--- src/rtl/trace_pkg.sv ---
// Shared types for the commit trace streamer: record layout, frame length, FSM states, CRC-8 step.
// Build option TRACE_CRC_EN lengthens the frame to 16 bytes (trailing CRC-8).
package trace_pkg;

  typedef struct packed {
    logic [31:0] pc;
    logic [31:0] instr;
    logic        we;
    logic [4:0]  waddr;
    logic [31:0] wdata;
  } trace_rec_t;

`ifdef TRACE_CRC_EN
  localparam int FRAME_LEN = 16;
`else
  localparam int FRAME_LEN = 15;
`endif

  typedef enum logic [1:0] {
    IDLE = 2'd0,
    LOAD = 2'd1,
    SEND = 2'd2
  } state_t;

  localparam logic [7:0] CRC_POLY = 8'h07;

`ifdef TRACE_CRC_EN
  function automatic logic [7:0] crc8_step(input logic [7:0] crc, input logic [7:0] data);
    logic [7:0] c;
    c = crc ^ data;
    for (int i = 0; i < 8; i++) begin
      c = c[7] ? ({c[6:0], 1'b0} ^ CRC_POLY) : {c[6:0], 1'b0};
    end
    return c;
  endfunction
`endif

endpackage

--- src/rtl/commit_trace_streamer_if.sv ---
// Commit bus from the core plus the byte stream toward the UART/debug bridge.
// master = streamer view (consumes commits, drives the stream); slave = core/sink view.
interface commit_trace_streamer_if;
  logic        commit_valid;
  logic [31:0] commit_pc;
  logic [31:0] commit_instr;
  logic        commit_we;
  logic [4:0]  commit_waddr;
  logic [31:0] commit_wdata;
  logic [7:0]  tx_data;
  logic        tx_valid;
  logic        tx_ready;

  modport master (
    input  commit_valid, commit_pc, commit_instr, commit_we, commit_waddr, commit_wdata,
    input  tx_ready,
    output tx_data, tx_valid
  );

  modport slave (
    output commit_valid, commit_pc, commit_instr, commit_we, commit_waddr, commit_wdata,
    output tx_ready,
    input  tx_data, tx_valid
  );
endinterface

--- src/rtl/trace_record_fifo.sv ---
// Synchronous DEPTH-record FIFO; head readable combinationally, push when full succeeds only with a pop.
// Latency: pushed record is at the head one cycle later; full without pop drops the push silently.
module trace_record_fifo
  import trace_pkg::*;
#(
  parameter int DEPTH = 4
) (
  input  logic       clk_in,
  input  logic       reset,
  input  logic       push,
  input  trace_rec_t push_rec,
  input  logic       pop,
  output trace_rec_t pop_rec,
  output logic       full,
  output logic       empty
);
  localparam int AW = $clog2(DEPTH);

  trace_rec_t  mem [DEPTH];
  logic [AW:0] wr_ptr;
  logic [AW:0] rd_ptr;
  logic        do_push;
  logic        do_pop;

  assign empty   = (wr_ptr == rd_ptr);
  assign full    = (wr_ptr[AW] != rd_ptr[AW]) && (wr_ptr[AW-1:0] == rd_ptr[AW-1:0]);
  assign do_pop  = pop && !empty;
  // When full, the slot being popped this cycle is the one the new record lands in.
  assign do_push = push && (!full || do_pop);
  assign pop_rec = mem[rd_ptr[AW-1:0]];

  always_ff @(posedge clk_in or negedge reset) begin
    if (!reset) begin
      wr_ptr <= '0;
      rd_ptr <= '0;
    end else begin
      if (do_push) wr_ptr <= wr_ptr + (AW+1)'(1);
      if (do_pop)  rd_ptr <= rd_ptr + (AW+1)'(1);
    end
  end

  always_ff @(posedge clk_in) begin
    if (do_push) mem[wr_ptr[AW-1:0]] <= push_rec;
  end
endmodule

--- src/rtl/commit_trace_streamer.sv ---
// Captures one record per committed instruction and streams it as a SYNC-framed byte sequence; TRACE_CRC_EN adds a CRC-8 byte.
// Latency: first byte valid 2 edges after the commit when idle; tx_ready low stalls the frame, a full FIFO drops records (counted).
module commit_trace_streamer
  import trace_pkg::*;
#(
  parameter int         DEPTH       = 4,
  parameter int         MAX_RECORDS = 153,
  parameter logic [7:0] SYNC_BYTE   = 8'hA5
) (
  input  logic                            clk_in,
  input  logic                            reset,
  input  logic                            trace_en,
  commit_trace_streamer_if.master         link,
  output logic                            overflow,
  output logic [15:0]                     drop_cnt,
  output logic                            done
);
  state_t       state;
  state_t       state_nxt;
  logic [119:0] shreg;
  logic [3:0]   idx;
  logic [7:0]   seq;
  logic [31:0]  count;
  logic [31:0]  count_eff;
  logic         trace_en_q;
  trace_rec_t   rec_in;
  trace_rec_t   rec_head;
  logic         fifo_full;
  logic         fifo_empty;
  logic         fifo_pop;
  logic         rise;
  logic         limit_hit;
  logic         cap;
  logic         cap_drop;
  logic         accept;
  logic         last_byte;

  assign rise      = trace_en && !trace_en_q;
  assign count_eff = rise ? 32'd0 : count;
  assign limit_hit = (MAX_RECORDS != 0) && (count_eff >= 32'(MAX_RECORDS));
  assign cap       = link.commit_valid && trace_en && !limit_hit;
  assign cap_drop  = cap && fifo_full && !fifo_pop;
  assign accept    = (state == SEND) && link.tx_ready;
  assign last_byte = (idx == 4'(FRAME_LEN - 1));
  assign rec_in    = {link.commit_pc, link.commit_instr, link.commit_we,
                      link.commit_waddr, link.commit_wdata};

  trace_record_fifo #(.DEPTH(DEPTH)) u_fifo (
    .clk_in   (clk_in),
    .reset    (reset),
    .push     (cap),
    .push_rec (rec_in),
    .pop      (fifo_pop),
    .pop_rec  (rec_head),
    .full     (fifo_full),
    .empty    (fifo_empty)
  );

  always_comb begin
    state_nxt     = state;
    fifo_pop      = 1'b0;
    link.tx_valid = 1'b0;
    unique case (state)
      IDLE: if (!fifo_empty) state_nxt = LOAD;
      LOAD: begin
        fifo_pop  = 1'b1;
        state_nxt = SEND;
      end
      SEND: begin
        link.tx_valid = 1'b1;
        if (link.tx_ready && last_byte) state_nxt = fifo_empty ? IDLE : LOAD;
      end
      default: state_nxt = IDLE;
    endcase
  end

  always_ff @(posedge clk_in or negedge reset) begin
    if (!reset) begin
      state      <= IDLE;
      shreg      <= '0;
      idx        <= '0;
      seq        <= '0;
      count      <= '0;
      trace_en_q <= 1'b0;
      overflow   <= 1'b0;
      drop_cnt   <= '0;
      done       <= 1'b0;
    end else begin
      state      <= state_nxt;
      trace_en_q <= trace_en;
      // Dropped records still consume the capture budget.
      count      <= cap ? count_eff + 32'd1 : count_eff;
      if (cap_drop) begin
        overflow <= 1'b1;
        if (drop_cnt != 16'hFFFF) drop_cnt <= drop_cnt + 16'd1;
      end
      if (fifo_pop) begin
        shreg <= {SYNC_BYTE, seq, rec_head.pc, rec_head.instr,
                  rec_head.we, 2'b00, rec_head.waddr, rec_head.wdata};
        idx   <= '0;
      end else if (accept) begin
        shreg <= shreg << 8;
        idx   <= idx + 4'd1;
      end
      if (rise)          seq <= '0;
      else if (fifo_pop) seq <= seq + 8'd1;
      if (rise)                                          done <= 1'b0;
      else if (limit_hit && fifo_empty && state == IDLE) done <= 1'b1;
    end
  end

`ifdef TRACE_CRC_EN
  logic [7:0] crc;

  always_ff @(posedge clk_in or negedge reset) begin
    if (!reset)                     crc <= '0;
    else if (fifo_pop)              crc <= '0;
    else if (accept && !last_byte)  crc <= crc8_step(crc, shreg[119:112]);
  end

  assign link.tx_data = last_byte ? crc : shreg[119:112];
`else
  assign link.tx_data = shreg[119:112];
`endif
endmodule

--- src/flat_wrapper.sv ---
// flat-port wrapper written by rule: the top's interface ports become plain ports
module commit_trace_streamer_flat import trace_pkg::*;
#(
  parameter int         DEPTH       = 4,
  parameter int         MAX_RECORDS = 153,
  parameter logic [7:0] SYNC_BYTE   = 8'hA5
)
  (clk_in, reset, trace_en, overflow, drop_cnt, done, link_commit_valid, link_commit_pc, link_commit_instr, link_commit_we, link_commit_waddr, link_commit_wdata, link_tx_ready, link_tx_data, link_tx_valid);
  commit_trace_streamer_if link_i ();
  input  logic clk_in;
  input  logic reset;
  input  logic trace_en;
  output logic overflow;
  output logic [15:0] drop_cnt;
  output logic done;
  input wire logic [$bits(link_i.commit_valid)-1:0] link_commit_valid;
  input wire logic [$bits(link_i.commit_pc)-1:0] link_commit_pc;
  input wire logic [$bits(link_i.commit_instr)-1:0] link_commit_instr;
  input wire logic [$bits(link_i.commit_we)-1:0] link_commit_we;
  input wire logic [$bits(link_i.commit_waddr)-1:0] link_commit_waddr;
  input wire logic [$bits(link_i.commit_wdata)-1:0] link_commit_wdata;
  input wire logic [$bits(link_i.tx_ready)-1:0] link_tx_ready;
  output wire logic [$bits(link_i.tx_data)-1:0] link_tx_data;
  output wire logic [$bits(link_i.tx_valid)-1:0] link_tx_valid;
  assign link_i.commit_valid = link_commit_valid;
  assign link_i.commit_pc = link_commit_pc;
  assign link_i.commit_instr = link_commit_instr;
  assign link_i.commit_we = link_commit_we;
  assign link_i.commit_waddr = link_commit_waddr;
  assign link_i.commit_wdata = link_commit_wdata;
  assign link_i.tx_ready = link_tx_ready;
  assign link_tx_data = link_i.tx_data;
  assign link_tx_valid = link_i.tx_valid;
  commit_trace_streamer #(.DEPTH(DEPTH), .MAX_RECORDS(MAX_RECORDS), .SYNC_BYTE(SYNC_BYTE)) u_core (.clk_in(clk_in), .reset(reset), .trace_en(trace_en), .link(link_i), .overflow(overflow), .drop_cnt(drop_cnt), .done(done));
endmodule
--- config.mk ---
export PLATFORM = sky130hd
export DESIGN_NAME = commit_trace_streamer_flat
export DESIGN_NICKNAME = d
export VERILOG_FILES = /design/src/rtl/trace_pkg.sv /design/src/rtl/commit_trace_streamer_if.sv /design/src/rtl/trace_record_fifo.sv /design/src/rtl/commit_trace_streamer.sv /design/src/flat_wrapper.sv
export SDC_FILE = /design/constraint.sdc
export NUM_CORES = 1
export LEC_CHECK = 0
export CAP_MARGIN = 20
export CELL_PAD_IN_SITES_DETAIL_PLACEMENT = 2
export CELL_PAD_IN_SITES_GLOBAL_PLACEMENT = 2
export CORE_ASPECT_RATIO = 1.75
export CORE_MARGIN = 3
export CORE_UTILIZATION = 51
export DETAILED_ROUTE_END_ITERATION = 7
export DONT_BUFFER_PORTS = 1
export PLACE_DENSITY = 0.83
export SYNTH_ARGS = -nofsm -noshare
export SYNTH_HDL_FRONTEND = slang
export SYNTH_SLANG_ARGS = --single-unit
--- constraint.sdc ---
create_clock -name clk_in -period 8.77 [get_ports clk_in]
set_input_delay 0.4385 -clock clk_in [delete_from_list [all_inputs] [get_ports clk_in]]
set_output_delay 0.4385 -clock clk_in [all_outputs]
set_load 0.02 [all_outputs]
==> run summary, run 1 <==
=================================================================================================================
Detailed route wirelength on metal3                                                                       3388 µm
Yosys Warn Count                                                                                                0
Area leader, netlist                                                                                 sky130_fd_sc_hd__edfxtp_1
Total half-perimeter wirelength after legalization and detailed placement                                36520 µm
Die ar.                                                                                                 47630 µm²
Worst slack at placement                                                                                  3487 ps
Data required time of the worst path                                                                      9000 ps
Average size of a mapped cell                                                                           16.74 µm²
Total power density per cell area                                                                    331.8 nW/µm²
Skew-Pair Late Insertion Delay                                                                             600 ps
Hold Fails Final Rpt                                                                                            0
Number of top-level design ports                                                                              134
Total Routed Length                                                                                      69740 µm
Antenna Nets Post-Route                                                                                         0
Total vias in the final route                                                                               13110
Type of the tightest min-delay check                                                                    in -> reg
Combinational family with the most area after synthesis                                              multiplexers
Most common cell in the netlist                                                                      sky130_fd_sc_hd__edfxtp_1
Top cells by area in the synthesized netlist                                                         sky130_fd_sc_hd__edfxtp_1 (53%), sky130_fd_sc_hd__dfrtp_1 (21%), sky130_fd_sc_hd__mux4_2 (10%)
Initial antenna violation count                                                                                 8
Global placer's final weighted congestion                                                                  0.7432
Crit path capture type                                                                                   register
Maximum achievable frequency                                                                            188.0 MHz
Max Cap Viol                                                                                                    0
Period Utilization, post-route                                                                             60.64%
Post-CTS setup buffer count                                                                                     0
Mux share of post-synthesis cell area                                                                      10.21%
Transition time at the pin with the least slew margin                                                     1109 ps
CTS tree                                                                                                      yes
Die Y                                                                                                    286.5 µm
Number of setup violations in the final report                                                                  0
Number of port buffers                                                                                          0
Unique cell type count in the Yosys netlist                                                                    39
Simple-gate area share of the yosys netlist                                                                7.576%
Sequential cell area fraction in the yosys report                                                          74.30%
Clock tree buffer depth                                                                                         3
Worst IR Drop VDD                                                                                        242.1 µV
Vias in the first global route                                                                              14860
Synth Net Count                                                                                              1488
Unrepaired setup endpoints after global routing                                                                no
Chip width                                                                                               166.3 µm
Fraction of layout cells with a size suffix above 1                                                        13.65%
Relative area change from synthesis to final layout                                                        14.46%
Final slew viol count                                                                                           0
Share of the synthesized netlist area taken by xor and xnor gates                                          1.146%
Setup Crit Path Kind                                                                                   reg -> reg
Number of enable-type register cells in the synthesized netlist                                               408
Maximum number of pins on one net before global-route repair                                                  192
Number of flip-flops and latches in the synthesized netlist                                                   599
Remaining routing DRC violations                                                                                0
DR iter-0 viols                                                                                              1245
Final worst-path setup slack                                                                              3452 ps
Metal-1 WL                                                                                               25120 µm
H-Tree Level Count                                                                                              2
Skew final                                                                                               23.21 ps
Synth Area in Compound Gates                                                                               4.356%
Number of nets in the finished design                                                                        1582
Length of the first detailed-routing pass in iterations                                                         6
Top layer in use                                                                                             met5
Routed wirelength normalized by instance count                                                           33.40 µm
Rel. slew slack                                                                                            26.10%
Arithmetic-cell share of the synthesized area counting full adders, half adders and majority gates        0.6550%
CTS Root Cell                                                                                        sky130_fd_sc_hd__clkbuf_16
Clock sink total                                                                                              599
Area fraction of the dominant cell type after synthesis                                                    53.45%
Proportion of register bits with asynchronous set or reset after synthesis                                 31.89%
Via-to-Cell Ratio                                                                                           6.279
Met2 Routed Length                                                                                       37970 µm
Hold buffers post-CTS                                                                                         105
Core outline area                                                                                       44290 µm²
Synth top cells by count                                                                             sky130_fd_sc_hd__edfxtp_1 (408), sky130_fd_sc_hd__nand2_1 (262), sky130_fd_sc_hd__dfrtp_1 (191)
Global-route wire length before repair                                                                  103400 µm
Final critical delay including setup and external delays                                                  5318 ps
Setup TNS                                                                                                    0 ps
Startpoint kind of the worst setup timing path                                                           register
Number of clock buffers inserted by TritonCTS                                                                  54
Arrival time worst endpoint                                                                               5550 ps
Sum of internal, switching and leakage power                                                           0.008705 W
Starting density of the core                                                                               51.76%
Primary flip-flop cell chosen by synthesis mapping                                                   sky130_fd_sc_hd__edfxtp_1
Row count                                                                                                     102
Overall Global Routing Usage                                                                               29.34%
Post-synthesis cell area                                                                                22920 µm²
Clock slew at reported path FFs                                                                             70 ps
Static leakage                                                                                           9.752 nW
Post-CTS Resized                                                                                                0
Mapped Cells                                                                                                 1369
Result of the run                                                                                    complete, no violations
Worst-path fanout max                                                                                          63
Grt total ovfl                                                                                                  0
=================================================================================================================
-- path summary, 6_finish.rpt --
| path | startpoint | to | slack (ps) | depth (start not counted) |
|---|---|---|---|---|
| hold reg to reg | u_core.shreg[108]$_DFFE_PN0P_ | u_core.shreg[108]$_DFFE_PN0P_ | 490 | 2 |
| setup / recovery | u_core.trace_en_q$_DFF_PN0_ | u_core.u_fifo.mem[0][17]$_DFFE_PP_ | 3450 | 10 |
| min in group asynchronous | reset | u_core.shreg[100]$_DFFE_PN0P_ | 590 | 2 |
| hold / removal | link_tx_ready | u_core.idx[3]$_DFFE_PN0P_ | 50 | 2 |
| max in group asynchronous | reset | u_core.u_fifo.rd_ptr[0]$_DFFE_PN0P_ | 7310 | 2 |
| setup reg to reg | u_core.trace_en_q$_DFF_PN0_ | u_core.u_fifo.mem[0][17]$_DFFE_PP_ | 3450 | 10 |
-- report_power, final --
| group | total [W] | internal, W | switching, W |
|---|---|---|---|
| combinational | 0.00220 | 0.000864 | 0.00134 |
| sequential | 0.00413 | 0.00359 | 0.000539 |
| clock | 0.00237 | 0.00127 | 0.00111 |
-- flip-flops by register name, summed over array words and instances (netlist names) --
| register | count |
|---|---|
| u_core.count | 32 |
| u_core.seq | 8 |
| u_core.overflow | 1 |
| u_core.u_fifo.mem | 408 |
| u_core.state | 2 |
| u_core.done | 1 |
| u_core.shreg | 120 |
| u_core.u_fifo.rd_ptr | 3 |
| u_core.u_fifo.wr_ptr | 3 |
| u_core.trace_en_q | 1 |
| u_core.drop_cnt | 16 |
| u_core.idx | 4 |
-- layer usage --
layer  GRT usage (%)  vias to the layer above
met2           52.78                      527
li1                -                     5381
met3           4.631                      155
met4           13.46                        2
met1           34.80                     7045
met5               0                        -
-- cell type report --
cell class,count,area [µm²]
fillers,3689,18050
inverters,6,25.02
multi-input cells,680,5522
clock buffers,83,1531
well taps,572,715.7
clock inverters,19,157.7
repair buffers,122,1229
diodes,7,17.52
flip-flops and latches,599,17040
-- logic make-up (layout without fill, tap and decap cells) --
group	count (synthesis)	count (layout)
AOI/OAI and AO/OA	140	140
xor gates and xnor gates	30	30
adders and majority gates	12	12
buffers and inverters	90	230
DFF	599	599
muxes	106	106
other	0	7
and+or+nand+nor	392	392
-- worst max-delay path, stage by stage (launching register included) --
cell                       delay [ps]
sky130_fd_sc_hd__dfrtp_1          390
sky130_fd_sc_hd__nand2b_1         780
sky130_fd_sc_hd__and2_1           290
sky130_fd_sc_hd__inv_1            100
sky130_fd_sc_hd__ha_1             200
sky130_fd_sc_hd__or4b_1           530
sky130_fd_sc_hd__a41oi_2          220
sky130_fd_sc_hd__buf_4            270
sky130_fd_sc_hd__and2_0           400
sky130_fd_sc_hd__and3_4           980
sky130_fd_sc_hd__buf_4            700
-- per-stage QoR --
stage / hold WS, ps / util [%] / cells / instance area (µm²)
detailed placement: 148.2 / 52.85 / 1871 / 23410
global route: 51.05 / 59.24 / 2088 / 26240
finish: 45.61 / 59.24 / 2088 / 26240
floorplan: 142.9 / - / 1369 / 22920
CTS: 21.97 / 59.08 / 2078 / 26160
global placement: 148.8 / 52.85 / 1871 / 23410
-- cell usage in the layout, fill, tap and decap left out, types with 3 or more instances in the layout --
cell and instances:
sky130_fd_sc_hd__a21oi_1 3, sky130_fd_sc_hd__a22oi_1 96, sky130_fd_sc_hd__a31oi_1 12, sky130_fd_sc_hd__and2_1 29, sky130_fd_sc_hd__and3_1 13, sky130_fd_sc_hd__and3_4 3, sky130_fd_sc_hd__and4_1 7, sky130_fd_sc_hd__buf_4 15
sky130_fd_sc_hd__clkbuf_1 23, sky130_fd_sc_hd__clkbuf_16 55, sky130_fd_sc_hd__clkbuf_8 5, sky130_fd_sc_hd__clkinv_1 7, sky130_fd_sc_hd__clkinv_2 7, sky130_fd_sc_hd__dfrtp_1 189, sky130_fd_sc_hd__diode_2 7, sky130_fd_sc_hd__dlygate4sd3_1 104
sky130_fd_sc_hd__edfxtp_1 408, sky130_fd_sc_hd__ha_1 12, sky130_fd_sc_hd__inv_1 5, sky130_fd_sc_hd__mux2_2 3, sky130_fd_sc_hd__mux4_2 102, sky130_fd_sc_hd__nand2_1 262, sky130_fd_sc_hd__nand2b_1 3, sky130_fd_sc_hd__nand3_1 22
sky130_fd_sc_hd__nand4_1 16, sky130_fd_sc_hd__nor2_1 20, sky130_fd_sc_hd__nor2b_1 3, sky130_fd_sc_hd__nor4_1 6, sky130_fd_sc_hd__o21ai_0 18, sky130_fd_sc_hd__xnor2_1 22, sky130_fd_sc_hd__xor2_1 8
No activity file was read; power rests on OpenSTA's default activity.
==> inputs of run 2 (changes only) <==
--- a/config.mk
+++ b/config.mk
@@ -5,15 +5,16 @@
 export SDC_FILE = /design/constraint.sdc
 export NUM_CORES = 1
 export LEC_CHECK = 0
+export ABC_AREA = 1
 export CAP_MARGIN = 20
 export CELL_PAD_IN_SITES_DETAIL_PLACEMENT = 2
 export CELL_PAD_IN_SITES_GLOBAL_PLACEMENT = 2
 export CORE_ASPECT_RATIO = 1.75
 export CORE_MARGIN = 3
-export CORE_UTILIZATION = 51
+export CORE_UTILIZATION = 40
 export DETAILED_ROUTE_END_ITERATION = 7
 export DONT_BUFFER_PORTS = 1
-export PLACE_DENSITY = 0.83
+export PLACE_DENSITY = 0.74
 export SYNTH_ARGS = -nofsm -noshare
 export SYNTH_HDL_FRONTEND = slang
 export SYNTH_SLANG_ARGS = --single-unit
==> constraint.sdc (replaced) <==
create_clock -name clk_in -period 4.8 [get_ports clk_in]
set_input_delay 0.24 -clock clk_in [delete_from_list [all_inputs] [get_ports clk_in]]
set_output_delay 0.24 -clock clk_in [all_outputs]
set_load 0.02 [all_outputs]
==> run 2 against run 1 <==
Synthesized area increased by 3.0%. Fmax increased by 38%. Cell area increased by 4.2%. First-iteration DRC count decreased by 27%. Largest cell class unchanged. Register-to-register slack got worse by 2500 ps. Clock skew increased by 14 ps. Sequential power increased by 69%. Combinational power increased by 120%.
==> run summary, run 2 <==
=========================================================================================
Result of the run                                                            complete, no violations   unchanged
Number of top-level design ports                                                      134   unchanged
Number of nets in the finished design                                                2029   was 1582
Yosys Warn Count                                                                        0   unchanged
Area fraction of the dominant cell type after synthesis                            51.89%   was 53.45%
Number of setup violations in the final report                                          0   unchanged
Skew-Pair Late Insertion Delay                                                     630 ps   was 600 ps
Data required time of the worst path                                              5090 ps   was 9000 ps
Leading cell types in the layout, fill and taps excluded                     sky130_fd_sc_hd__edfxtp_1 (408), sky130_fd_sc_hd__nand2_1 (308), sky130_fd_sc_hd__a21oi_1 (202)   was sky130_fd_sc_hd__edfxtp_1 (408), sky130_fd_sc_hd__nand2_1 (262), sky130_fd_sc_hd__dfrtp_1 (189)
Unique cell type count in the Yosys netlist                                            37   was 39
Unrepaired setup endpoints after global routing                                        no   unchanged
Synth Net Count                                                                      1965   was 1488
Worst-path fanout max                                                                  30   was 63
Core outline area                                                               58260 µm²   was 44290 µm²
Maximum achievable frequency                                                    260.0 MHz   was 188.0 MHz
Number of enable-type register cells in the synthesized netlist                       408   unchanged
Post-synthesis cell area                                                        23610 µm²   was 22920 µm²
Sequential cell area fraction in the yosys report                                  72.14%   was 74.30%
Total half-perimeter wirelength after legalization and detailed placement        42080 µm   was 36520 µm
Global-route wire length before repair                                          107600 µm   was 103400 µm
DR iter-0 viols                                                                       914   was 1245
CTS tree                                                                              yes   unchanged
Mapped Cells                                                                         1846   was 1369
Total power density per cell area                                            591.8 nW/µm²   was 331.8 nW/µm²
Rel. slew slack                                                                    13.62%   was 26.10%
Die Y                                                                            327.4 µm   was 286.5 µm
Type of the tightest min-delay check                                            in -> reg   unchanged
Crit path capture type                                                           register   unchanged
Flip-flop count of the largest register after layout                                  408   unchanged
Length of the first detailed-routing pass in iterations                                 5   was 6
Most common cell after layout, fill and taps aside                           sky130_fd_sc_hd__edfxtp_1   unchanged
Setup TNS                                                                            0 ps   unchanged
Period Utilization, post-route                                                     80.14%   was 60.64%
Average size of a mapped cell                                                   12.79 µm²   was 16.74 µm²
Die ar.                                                                         62090 µm²   was 47630 µm²
Static leakage                                                                   10.13 nW   was 9.752 nW
Transition time at the pin with the least slew margin                             1296 ps   was 1109 ps
Relative area change from synthesis to final layout                                15.80%   was 14.46%
Proportion of register bits with asynchronous set or reset after synthesis         31.89%   unchanged
Number of port buffers                                                                  0   unchanged
Routed wirelength normalized by instance count                                   25.67 µm   was 33.40 µm
Clock slew at reported path FFs                                                     60 ps   was 70 ps
Top cells by area in the synthesized netlist                                 sky130_fd_sc_hd__edfxtp_1 (52%), sky130_fd_sc_hd__dfrtp_1 (20%), sky130_fd_sc_hd__nand2_1 (4.9%)   was sky130_fd_sc_hd__edfxtp_1 (53%), sky130_fd_sc_hd__dfrtp_1 (21%), sky130_fd_sc_hd__mux4_2 (10%)
Arrival time worst endpoint                                                       4140 ps   was 5550 ps
Vias in the first global route                                                      17580   was 14860
Primary flip-flop cell chosen by synthesis mapping                           sky130_fd_sc_hd__edfxtp_1   unchanged
Total vias in the final route                                                       15330   was 13110
Row count                                                                             117   was 102
Startpoint kind of the worst setup timing path                                   register   unchanged
Worst IR Drop VDD                                                                638.8 µV   was 242.1 µV
Via-to-Cell Ratio                                                                   5.604   was 6.279
CTS Root Cell                                                                sky130_fd_sc_hd__clkbuf_16   unchanged
Fraction of layout cells with a size suffix above 1                                6.902%   was 13.65%
Number of flip-flops and latches in the synthesized netlist                           599   unchanged
Number of clock buffers inserted by TritonCTS                                          55   was 54
Util after Layout                                                                  46.93%   was 59.24%
Grt total ovfl                                                                          0   unchanged
Chip width                                                                       189.7 µm   was 166.3 µm
H-Tree Level Count                                                                      2   unchanged
Final slew viol count                                                                   0   unchanged
Total Routed Length                                                              70210 µm   was 69740 µm
Skew final                                                                       37.39 ps   was 23.21 ps
Global placer's final weighted congestion                                          0.7557   was 0.7432
Final-layout worst hold slack                                                    71.44 ps   was 45.61 ps
Post-CTS setup buffer count                                                             0   unchanged
Starting density of the core                                                       40.52%   was 51.76%
Final critical delay including setup and external delays                          3847 ps   was 5318 ps
Synth top cells by count                                                     sky130_fd_sc_hd__edfxtp_1 (408), sky130_fd_sc_hd__nand2_1 (309), sky130_fd_sc_hd__a21oi_1 (202)   was sky130_fd_sc_hd__edfxtp_1 (408), sky130_fd_sc_hd__nand2_1 (262), sky130_fd_sc_hd__dfrtp_1 (191)
Hold Fails Final Rpt                                                                    0   unchanged
Max Cap Viol                                                                            0   unchanged
Clock tree buffer depth                                                                 3   unchanged
Maximum number of pins on one net before global-route repair                          206   was 192
Area leader, netlist                                                         sky130_fd_sc_hd__edfxtp_1   unchanged
Setup Crit Path Kind                                                           reg -> reg   unchanged
Overall Global Routing Usage                                                       22.69%   was 29.34%
Remaining routing DRC violations                                                        0   unchanged
Most common cell in the netlist                                              sky130_fd_sc_hd__edfxtp_1   unchanged
Clock sink total                                                                      599   unchanged
Antenna Nets Post-Route                                                                 0   unchanged
Initial antenna violation count                                                         8   unchanged
=========================================================================================
[run 2: cell types whose count changed after synthesis, moves of 12 or more]
cell                       previous run  this run
sky130_fd_sc_hd__a221o_1              0        94
sky130_fd_sc_hd__o221ai_1             0        88
sky130_fd_sc_hd__mux4_2             102         0
sky130_fd_sc_hd__a22oi_1             96         6
sky130_fd_sc_hd__o21ai_0             18        46
sky130_fd_sc_hd__and3_1              16         0
sky130_fd_sc_hd__nand2_1            262       309
sky130_fd_sc_hd__a31oi_1             12         0
sky130_fd_sc_hd__clkbuf_1            45        86
sky130_fd_sc_hd__a21oi_1              3       202
sky130_fd_sc_hd__xnor2_1             22         8
sky130_fd_sc_hd__and2_1              30         1
sky130_fd_sc_hd__nor2_1              21        87
sky130_fd_sc_hd__inv_1                6       162
[run 2: worst paths after layout]
| check | start | to | slack (ps) | cells after the start |
|---|---|---|---|---|
| max | u_core.trace_en_q$_DFF_PN0_ | u_core.u_fifo.mem[0][97]$_DFFE_PP_ | 950 | 17 |
| min | trace_en | u_core.seq[5]$_DFFE_PN0P_ | 70 | 4 |
| max reg2reg | u_core.trace_en_q$_DFF_PN0_ | u_core.u_fifo.mem[0][97]$_DFFE_PP_ | 950 | 17 |
| min reg2reg | u_core.count[22]$_DFF_PN0_ | u_core.count[22]$_DFF_PN0_ | 490 | 2 |
| max in group asynchronous | reset | u_core.shreg[68]$_DFFE_PN0P_ | 3590 | 2 |
| min in group asynchronous | reset | u_core.drop_cnt[10]$_DFFE_PN0P_ | 230 | 2 |
[run 2: logic make-up after synthesis]
family	synth area share (%)
adders and majority gates	0.6359
xor gates and xnor gates	0.8903
DFF	72.14
buffers and inverters	4.992
and+or+nand+nor	7.838
AOI/OAI and AO/OA	13.51
[run 2: repair_timing]
action	in CTS	in global routing
resized for setup	0	0
hold buffers	106	0
hold endpoints to repair	604	0
[run 2: cell type report]
class | instances | area (µm²)
clock buffer | 84 | 1669
antenna | 6 | 15.01
fill | 5716 | 30920
timing repair buffer | 131 | 1436
sequential | 599 | 17040
multi-input combinational | 958 | 5440
inverter | 165 | 631.9
tap | 773 | 967.2
clock inverter | 19 | 142.6
[run 2: worst max-delay path, stage by stage (launching register included)]
cell and delay (ps):
sky130_fd_sc_hd__dfrtp_1 360, sky130_fd_sc_hd__inv_1 70, sky130_fd_sc_hd__nand2_2 60, sky130_fd_sc_hd__inv_1 50
sky130_fd_sc_hd__buf_4 290, sky130_fd_sc_hd__nor2_1 100, sky130_fd_sc_hd__inv_1 120, sky130_fd_sc_hd__ha_1 150
sky130_fd_sc_hd__nand2_1 50, sky130_fd_sc_hd__nor2_1 100, sky130_fd_sc_hd__nor2_1 50, sky130_fd_sc_hd__nand3_1 80
sky130_fd_sc_hd__nand3_1 150, sky130_fd_sc_hd__nor3_4 140, sky130_fd_sc_hd__buf_4 320, sky130_fd_sc_hd__nand2_2 270
sky130_fd_sc_hd__nor2_4 760, sky130_fd_sc_hd__buf_12 300
[run 2: through the flow]
step           total power, W  cell area, µm²  std cells  worst slack (ps)
4_1_cts               0.01633           27300       2728             914.5
6_report              0.01618           27340       2735             953.2
3_3_place_gp          0.01132           24410       2519              1053
5_1_grt               0.01702           27340       2733             609.2
2_1_floorplan        0.009985           23620       1846            -567.7
3_5_place_dp          0.01170           24410       2519             942.6
[run 2: power by group]
part | total (W) | switching [W] | internal, W | leakage [nW]
logic | 0.00478 | 0.00340 | 0.00138 | 3.07
clock network | 0.00442 | 0.00196 | 0.00246 | 0.897
registers | 0.00698 | 0.000472 | 0.00651 | 6.17
[run 2: per-layer routing]
metal | routed length (µm) | global-route usage, % | up-vias
met4 | 2812 | 9.410 | 4
met2 | 38830 | 42.86 | 301
met3 | 2227 | 3.287 | 122
met5 | 27 | 0 | -
met1 | 26310 | 25.22 | 8068
li1 | - | - | 6833
